$ cat config.mk
export PLATFORM = sky130hd
export DESIGN_NAME = ram_write_arbiter
export DESIGN_NICKNAME = d
export VERILOG_FILES = /design/src/rtl/ram_write_arbiter.sv
export SDC_FILE = /design/constraint.sdc
export NUM_CORES = 1
export LEC_CHECK = 0
export BUFFER_PORTS_ARGS = -buffer_cell sky130_fd_sc_hd__buf_2
export CAP_MARGIN = 20
export CORE_AREA = 4 4 195 197
export CTS_CLUSTER_DIAMETER = 60
export CTS_CLUSTER_SIZE = 14
export DETAILED_ROUTE_END_ITERATION = 8
export DIE_AREA = 0 0 199 201
export PLACE_DENSITY = 0.54
export SYNTH_ARGS = -nofsm -noshare
export SYNTH_HDL_FRONTEND = slang
export SYNTH_SLANG_ARGS = --single-unit
$ cat constraint.sdc
create_clock -name clk_ram -period 2.1 [get_ports clk_ram]
set_clock_uncertainty 0.05 [all_clocks]
set_input_delay 0.42 -clock clk_ram [delete_from_list [all_inputs] [get_ports clk_ram]]
set_output_delay 0.42 -clock clk_ram [all_outputs]
set_load 0.05 [all_outputs]
$ cat src/rtl/ram_write_arbiter.sv
// rtl/ram_write_arbiter.sv - two-requester round-robin write arbiter for the DDR3 native app port
//
// Purpose: shares one single-beat write channel between the la0 and la1
// capture writers. The winner's request is copied into a one-entry holding
// stage. It is then issued as a command half (app_en) and a data half
// (app_wdf_wren), and each half is tracked separately.
//
// Ports:
//   clk_ram, rst_n          clock and asynchronous active-low reset
//   ram_ready               DDR calibration complete; gates new grants only
//   laN_wr_en/addr/data     level request from writer N (N = 0, 1)
//   laN_wr_ack              one-cycle pulse: request N captured into hold
//   app_en/cmd/addr/rdy     command half of the native app port
//   app_wdf_*               data half of the native app port
//
// Optional feature macro: RAM_WRITE_ARB_STATS_EN
//   Adds stat_clear, stat_wr_count0, stat_wr_count1 and stat_stall_cycles.
//   These are saturating 32-bit counters.
module ram_write_arbiter #(
  parameter int ADDR_WIDTH = 29,
  parameter int DATA_WIDTH = 128
) (
  input  logic                    clk_ram,
  input  logic                    rst_n,
  input  logic                    ram_ready,
  input  logic                    la0_wr_en,
  input  logic [ADDR_WIDTH-1:0]   la0_wr_addr,
  input  logic [DATA_WIDTH-1:0]   la0_wr_data,
  output logic                    la0_wr_ack,
  input  logic                    la1_wr_en,
  input  logic [ADDR_WIDTH-1:0]   la1_wr_addr,
  input  logic [DATA_WIDTH-1:0]   la1_wr_data,
  output logic                    la1_wr_ack,
  output logic                    app_en,
  output logic [2:0]              app_cmd,
  output logic [ADDR_WIDTH-1:0]   app_addr,
  input  logic                    app_rdy,
  output logic                    app_wdf_wren,
  output logic [DATA_WIDTH-1:0]   app_wdf_data,
  output logic                    app_wdf_end,
  output logic [DATA_WIDTH/8-1:0] app_wdf_mask,
  input  logic                    app_wdf_rdy
`ifdef RAM_WRITE_ARB_STATS_EN
  ,
  input  logic                    stat_clear,
  output logic [31:0]             stat_wr_count0,
  output logic [31:0]             stat_wr_count1,
  output logic [31:0]             stat_stall_cycles
`endif
);

  logic                  hold_valid;
  logic [ADDR_WIDTH-1:0] hold_addr;
  logic [DATA_WIDTH-1:0] hold_data;
  logic                  cmd_done;
  logic                  data_done;
  logic                  last_grant;  // 0: la0 won last, 1: la1 won last

  logic cmd_fire;
  logic data_fire;
  logic write_finish;
  logic hold_free;
  logic elig0;
  logic elig1;
  logic grant0;
  logic grant1;

  // Both halves are issued straight from the hold registers.
  assign app_en       = hold_valid & ~cmd_done;
  assign app_wdf_wren = hold_valid & ~data_done;
  assign app_wdf_end  = app_wdf_wren;
  assign app_cmd      = 3'b000;
  assign app_addr     = hold_addr;
  assign app_wdf_data = hold_data;
  assign app_wdf_mask = '0;

  assign cmd_fire  = app_en & app_rdy;
  assign data_fire = app_wdf_wren & app_wdf_rdy;

  // The write retires on the edge where its last outstanding half is
  // accepted. The halves may be accepted in either order or together.
  assign write_finish = hold_valid & (cmd_done | cmd_fire) & (data_done | data_fire);
  assign hold_free    = ~hold_valid | write_finish;

  // A request whose ack is high this cycle was already captured. The writer
  // has not yet seen the ack, so that request must not be taken twice.
  assign elig0 = la0_wr_en & ~la0_wr_ack;
  assign elig1 = la1_wr_en & ~la1_wr_ack;

  // Round-robin: when both are eligible, the one that did not win last wins.
  assign grant0 = hold_free & ram_ready & elig0 & (~elig1 | last_grant);
  assign grant1 = hold_free & ram_ready & elig1 & (~elig0 | ~last_grant);

  always_ff @(posedge clk_ram or negedge rst_n) begin
    if (!rst_n) begin
      hold_valid <= 1'b0;
      hold_addr  <= '0;
      hold_data  <= '0;
      cmd_done   <= 1'b0;
      data_done  <= 1'b0;
      last_grant <= 1'b1;
      la0_wr_ack <= 1'b0;
      la1_wr_ack <= 1'b0;
    end else begin
      la0_wr_ack <= grant0;
      la1_wr_ack <= grant1;
      if (grant0 | grant1) begin
        // A grant only happens when the hold is free, so it may replace a
        // write that retires on this same edge.
        hold_valid <= 1'b1;
        hold_addr  <= grant0 ? la0_wr_addr : la1_wr_addr;
        hold_data  <= grant0 ? la0_wr_data : la1_wr_data;
        cmd_done   <= 1'b0;
        data_done  <= 1'b0;
        last_grant <= grant1;
      end else if (write_finish) begin
        hold_valid <= 1'b0;
        cmd_done   <= 1'b0;
        data_done  <= 1'b0;
      end else begin
        if (cmd_fire)  cmd_done  <= 1'b1;
        if (data_fire) data_done <= 1'b1;
      end
    end
  end

`ifdef RAM_WRITE_ARB_STATS_EN
  logic stall;

  // A cycle counts as stalled when a write is held but does not retire.
  assign stall = hold_valid & ~write_finish;

  always_ff @(posedge clk_ram or negedge rst_n) begin
    if (!rst_n) begin
      stat_wr_count0    <= '0;
      stat_wr_count1    <= '0;
      stat_stall_cycles <= '0;
    end else if (stat_clear) begin
      stat_wr_count0    <= '0;
      stat_wr_count1    <= '0;
      stat_stall_cycles <= '0;
    end else begin
      if (grant0 && (stat_wr_count0 != 32'hFFFF_FFFF))
        stat_wr_count0 <= stat_wr_count0 + 32'd1;
      if (grant1 && (stat_wr_count1 != 32'hFFFF_FFFF))
        stat_wr_count1 <= stat_wr_count1 + 32'd1;
      if (stall && (stat_stall_cycles != 32'hFFFF_FFFF))
        stat_stall_cycles <= stat_stall_cycles + 32'd1;
    end
  end
`endif

endmodule

# Word-level counts from Yosys, hierarchy flattened
# Index checks and enable logic that the tools add are counted.
[word_totals]
elab_cells = 48
input_bits = 321
reg_bits = 163
output_inout_bits = 181
[classes]
n_reduce_logical = 3
bitwise_logic = 27
mux = 10
[op_table]
columns = ["cell", "count"]
rows = [
  ["$mux W128", 1],
  ["$mux W29", 1],
  ["$and A1 B1 Y1", 13],
  ["$mux W1", 8],
  ["$not A1 Y1", 8],
  ["$or A1 B1 Y1", 6],
  ["$reduce_bool A3 Y1", 2],
  ["$reduce_bool A2 Y1", 1],
]

# Logic depth before layout (Yosys ltp)
[depth]
ltp_word = 12
mapped_depth = 7
mapped_depth_nobuf = 3

# Worst setup path before layout
# Ideal clock, no wire load.
[synth_path]
path_type = "reg2out"
from = "register hold_valid"
to = "output port app_wdf_wren"
arrival_ns = 1.675
path_stages_with_launch = 4
n_path_buf = 2
required_ns = 1.630
slack_ns = -0.045
cell_sequence = "dfrtp_1 > clkbuf_1 > nor2b_1 > buf_4"
[synth_between]
elab_chain_cells = 1
[synth_rtl]
columns = ["item", "line", "source"]
rows = [
  ["start: declaration", "52", "logic hold_valid;"],
  ["start signal: assignment", "96", "hold_valid <= 1'b0;"],
  ["start signal: assignment", "110", "hold_valid <= 1'b1;"],
  ["start signal: assignment", "117", "hold_valid <= 1'b0;"],
  ["$and A1 B1 Y1", "70", "assign app_wdf_wren = hold_valid & ~data_done;"],
  ["end: declaration", "38", "output logic app_wdf_wren,"],
]
# No other way between the ends.

# Final worst setup path
[layout_path]
from = "register la1_wr_ack"
to = "output port la1_wr_ack"
[layout_rtl]
columns = ["item", "line", "source"]
rows = [
  ["start: declaration", "33", "output logic la1_wr_ack,"],
  ["start signal: assignment", "106", "la1_wr_ack <= grant1;"],
]
# No word-level cell between the ends.

==> impl_results.md <==
* Status: completed
* Adder-Cell Fraction of Synth Area at 0%
* IO Port Bufs at 482
* Avg Synthesized Cell Area at roughly 10 µm²
* Setup_tns at 0 ns
* Htree depth at 4
* Highest metal used: met5
* Metal1 wirelength at ~16000 µm
* Post-Syn Instances at 975
* Worst-Skew Late Latency at 0.43 ns
* Number of global-route vias before repair at between 10000 and 15000
* Total CTS buffers at 17
* Critical path's top delay family: buffers and inverters
* Max transition margin at 34.7%
* Worst slew pin tran at between 0.9 and 1 ns
* Sequential Power Share at between 20% and 30%
* Worst path cell trace: buf_12 > buf_2
* Die X at just under 200 µm
* Antenna violations before repair at 6
* Routed WL at between 40000 and 50000 µm
* WL per Instance at between 20 and 25 µm
* Fillers at 3755
* Pre-CTS WS at approximately 0.17 ns
* Die height at approximately 200 µm
* Max Freq at 0.506 GHz
* # DRC at 0
* Maxcap violations at 0
* Clock slew seen by the registers of the worst setup and hold paths at 0.07 ns
* Placed cells at 1828
* VDD IR max at approximately 750 µV
* Final std cells w/o fill at 1866
* Power share of the combinational group at a little under three fifths
* Detail Route Antenna Nets at 0
* Root Buffer: clkbuf_16
* Portion of netlist area occupied by mux cells at 0%
* Via density at 5.30
* Placed wire-length estimate at 28300 µm
* Worst min path class: primary input to flop
* Share of cells above drive strength 1 at 41.3%
* Post-synthesis simple-gate area fraction at 24.1%
* Final Util at 37.5%
* Final GP Congestion at ~0.83
* DR vias at 9883
* Kind of start point of the critical path: flop
* Post-DP Area at 0.0130 mm²
* Sequential share of the synthesized area at 40.7%
* Max incr delay on CP at 0.45 ns
* Pin count of the biggest net entering global routing at a little under 90
* Leakage at 5.51 nW
* Worst path bufs/invs at 2
* Crit path max fanout at 66
* Initial Util at 27.7%
* Wire length on met2 at around 20000 µm
* Final Hold Viols at 0
* Sw frac at between 50% and 60%
* Switching pwr at 10.1 mW
* Final WS setup at about 0.12 ns
* Slowest CP cell: dfrtp_4
* Nets at 1701
* Internal at 9.53 mW
* CP Class: flop to primary output
* TritonCTS clock tree: yes
* Pwr Density at 1450 mW/mm²
* Yosys reg bits at 163
* Largest family of logic cells by synthesized area: compound AO/OA/AOI/OAI gates
* Core area at 0.0363 mm²
* Crit path arrival time at 1.51 ns
* Design area at 0.0136 mm²
* Final Slew Violations at 0
* Compound-Gate Fraction of Synth Area at 26.9%
* First-pass GRT wire length at around 61000 µm
* Layout area overhead at 35.6%
* Total clock sinks at 163
* Synth Area in XOR/XNOR at 0%
* RSZ-0062 raised after global routing: false
* CP required at 1.63 ns
* Die Area at between 0.03 and 0.04 mm²
* Most frequent cells in the layout: 479 x buf_2, 316 x nor3b_1, 160 x dfrtp_1, 158 x o22a_1, 147 x a22oi_1
* Met3 WL at 2710 µm
* Most common cell after layout, fill and taps aside: buf_2
* Period utilization at between 90% and 100%
* Mapped cell area at 0.0100 mm²
* Core Rows at 70
* IO Pins at 502
* Final setup fails at 0
* Detailed Route Iter0 Violations at approximately 600
* Total GRT Usage at 19.2%
* Detailed Routing Iterations Pass 1 at 5
* Yosys cell types at 26
* Clock power frac at 16.8%
* Fin crit period at 1.98 ns
* Gr ovfl total at 0
* Yosys Warn Count at 0
* CTS max path bufs at 2
* CP endpoint kind: primary output
-- per-layer routing --
metal  global-route usage [%]  up-vias
met5                        0        -
met3                     4.72       44
met4                     5.67        2
li1                         -     4556
met2                     32.7      370
met1                     24.1     4911
-- worst register-to-register path, stage by stage, from the launching register on --
cell and delay (ns):
dfrtp_4 0.51, nand2b_1 0.24, a221oi_4 0.39, buf_12 0.34, o22a_1 0.34
-- metrics by stage --
step | total power, mW | hold WS, ns
final | 19.7 | 0.171
after global routing | 20.6 | 0.143
after CTS | 19.9 | 0.137
after detailed placement | 16.5 | 0.400
after global placement | 16.4 | 0.398
after floorplan | 13.3 | 0.0744
-- registers in the layout (all words and copies together), names as in the netlist --
signal and count:
la0_wr_ack 1, app_wdf_data 128, last_grant 1, data_done 1, cmd_done 1, la1_wr_ack 1, app_addr 29, hold_valid 1
-- power by group through the flow --
stage          logic, mW  registers, mW  clock network, mW
6_report            11.1           5.31               3.31
5_1_grt             11.6           5.46               3.53
4_1_cts             11.2           5.31               3.42
3_3_place_gp        11.1           5.35                  0
2_1_floorplan       3.35           9.94                  0
3_5_place_dp        11.2           5.34                  0
-- final timing paths --
| check | start | end | slack (ns) | cells past startpoint |
|---|---|---|---|---|
| hold / removal | app_rdy | data_done | 0.17 | 2 |
| hold reg to reg | app_wdf_data[118] | app_wdf_data[118] | 0.45 | 1 |
| max in group asynchronous | rst_n | app_addr[0] | 0.92 | 3 |
| min in group asynchronous | rst_n | app_wdf_data[46] | 0.46 | 2 |
| setup reg to reg | la1_wr_ack | app_wdf_data[27] | 0.16 | 4 |
| setup / recovery | la1_wr_ack | la1_wr_ack | 0.12 | 2 |
-- timing repair --
item	4_1_cts	5_1_grt
gates resized for setup	0	0
hold buffers	1	0
buffers inserted	0	0
hold endpoints to repair	35	0
setup endpoints to repair	0	0
-- final cells by class --
cell class	count	area (µm²)	share of cell area, %
Multi-Input combinational cell	666	5200	38.3
Sequential cell	163	4090	30.1
Timing Repair Buffer	529	3090	22.7
Tap cell	468	586	4.31
Clock buffer	21	450	3.31
Clock inverter	11	153	1.12
Antenna cell	5	12.5	0.0920
Inverter	3	11.3	0.0828
-- Yosys cell counts (all sizes together) --
cell / number / area (µm²)
nor3b: 316 / 2370
dfrtp: 162 / 4050
o22a: 158 / 1380
a22oi: 157 / 1230
clkbuf: 89 / 334
buf: 72 / 490
inv: 3 / 11.3
a21o: 2 / 15.0
nand2b: 2 / 12.5
nor2b: 2 / 12.5
a211oi: 1 / 7.51
a21oi: 1 / 5.00
a221oi: 1 / 15.0
conb: 1 / 3.75
dfstp: 1 / 26.3
nand3b: 1 / 7.51
o211ai: 1 / 7.51
o21ai: 1 / 5.00
o22ai: 1 / 12.5
o31ai: 1 / 7.51
o32ai: 1 / 8.76
or3b: 1 / 8.76
-- kinds of logic after synthesis --
logic type / after synthesis
DFF: 163
buffers and inverters: 164
and+or+nand+nor: 322
AOI/OAI and AO/OA: 325
other: 1
Note: power is estimated with default switching activity, not from simulation.
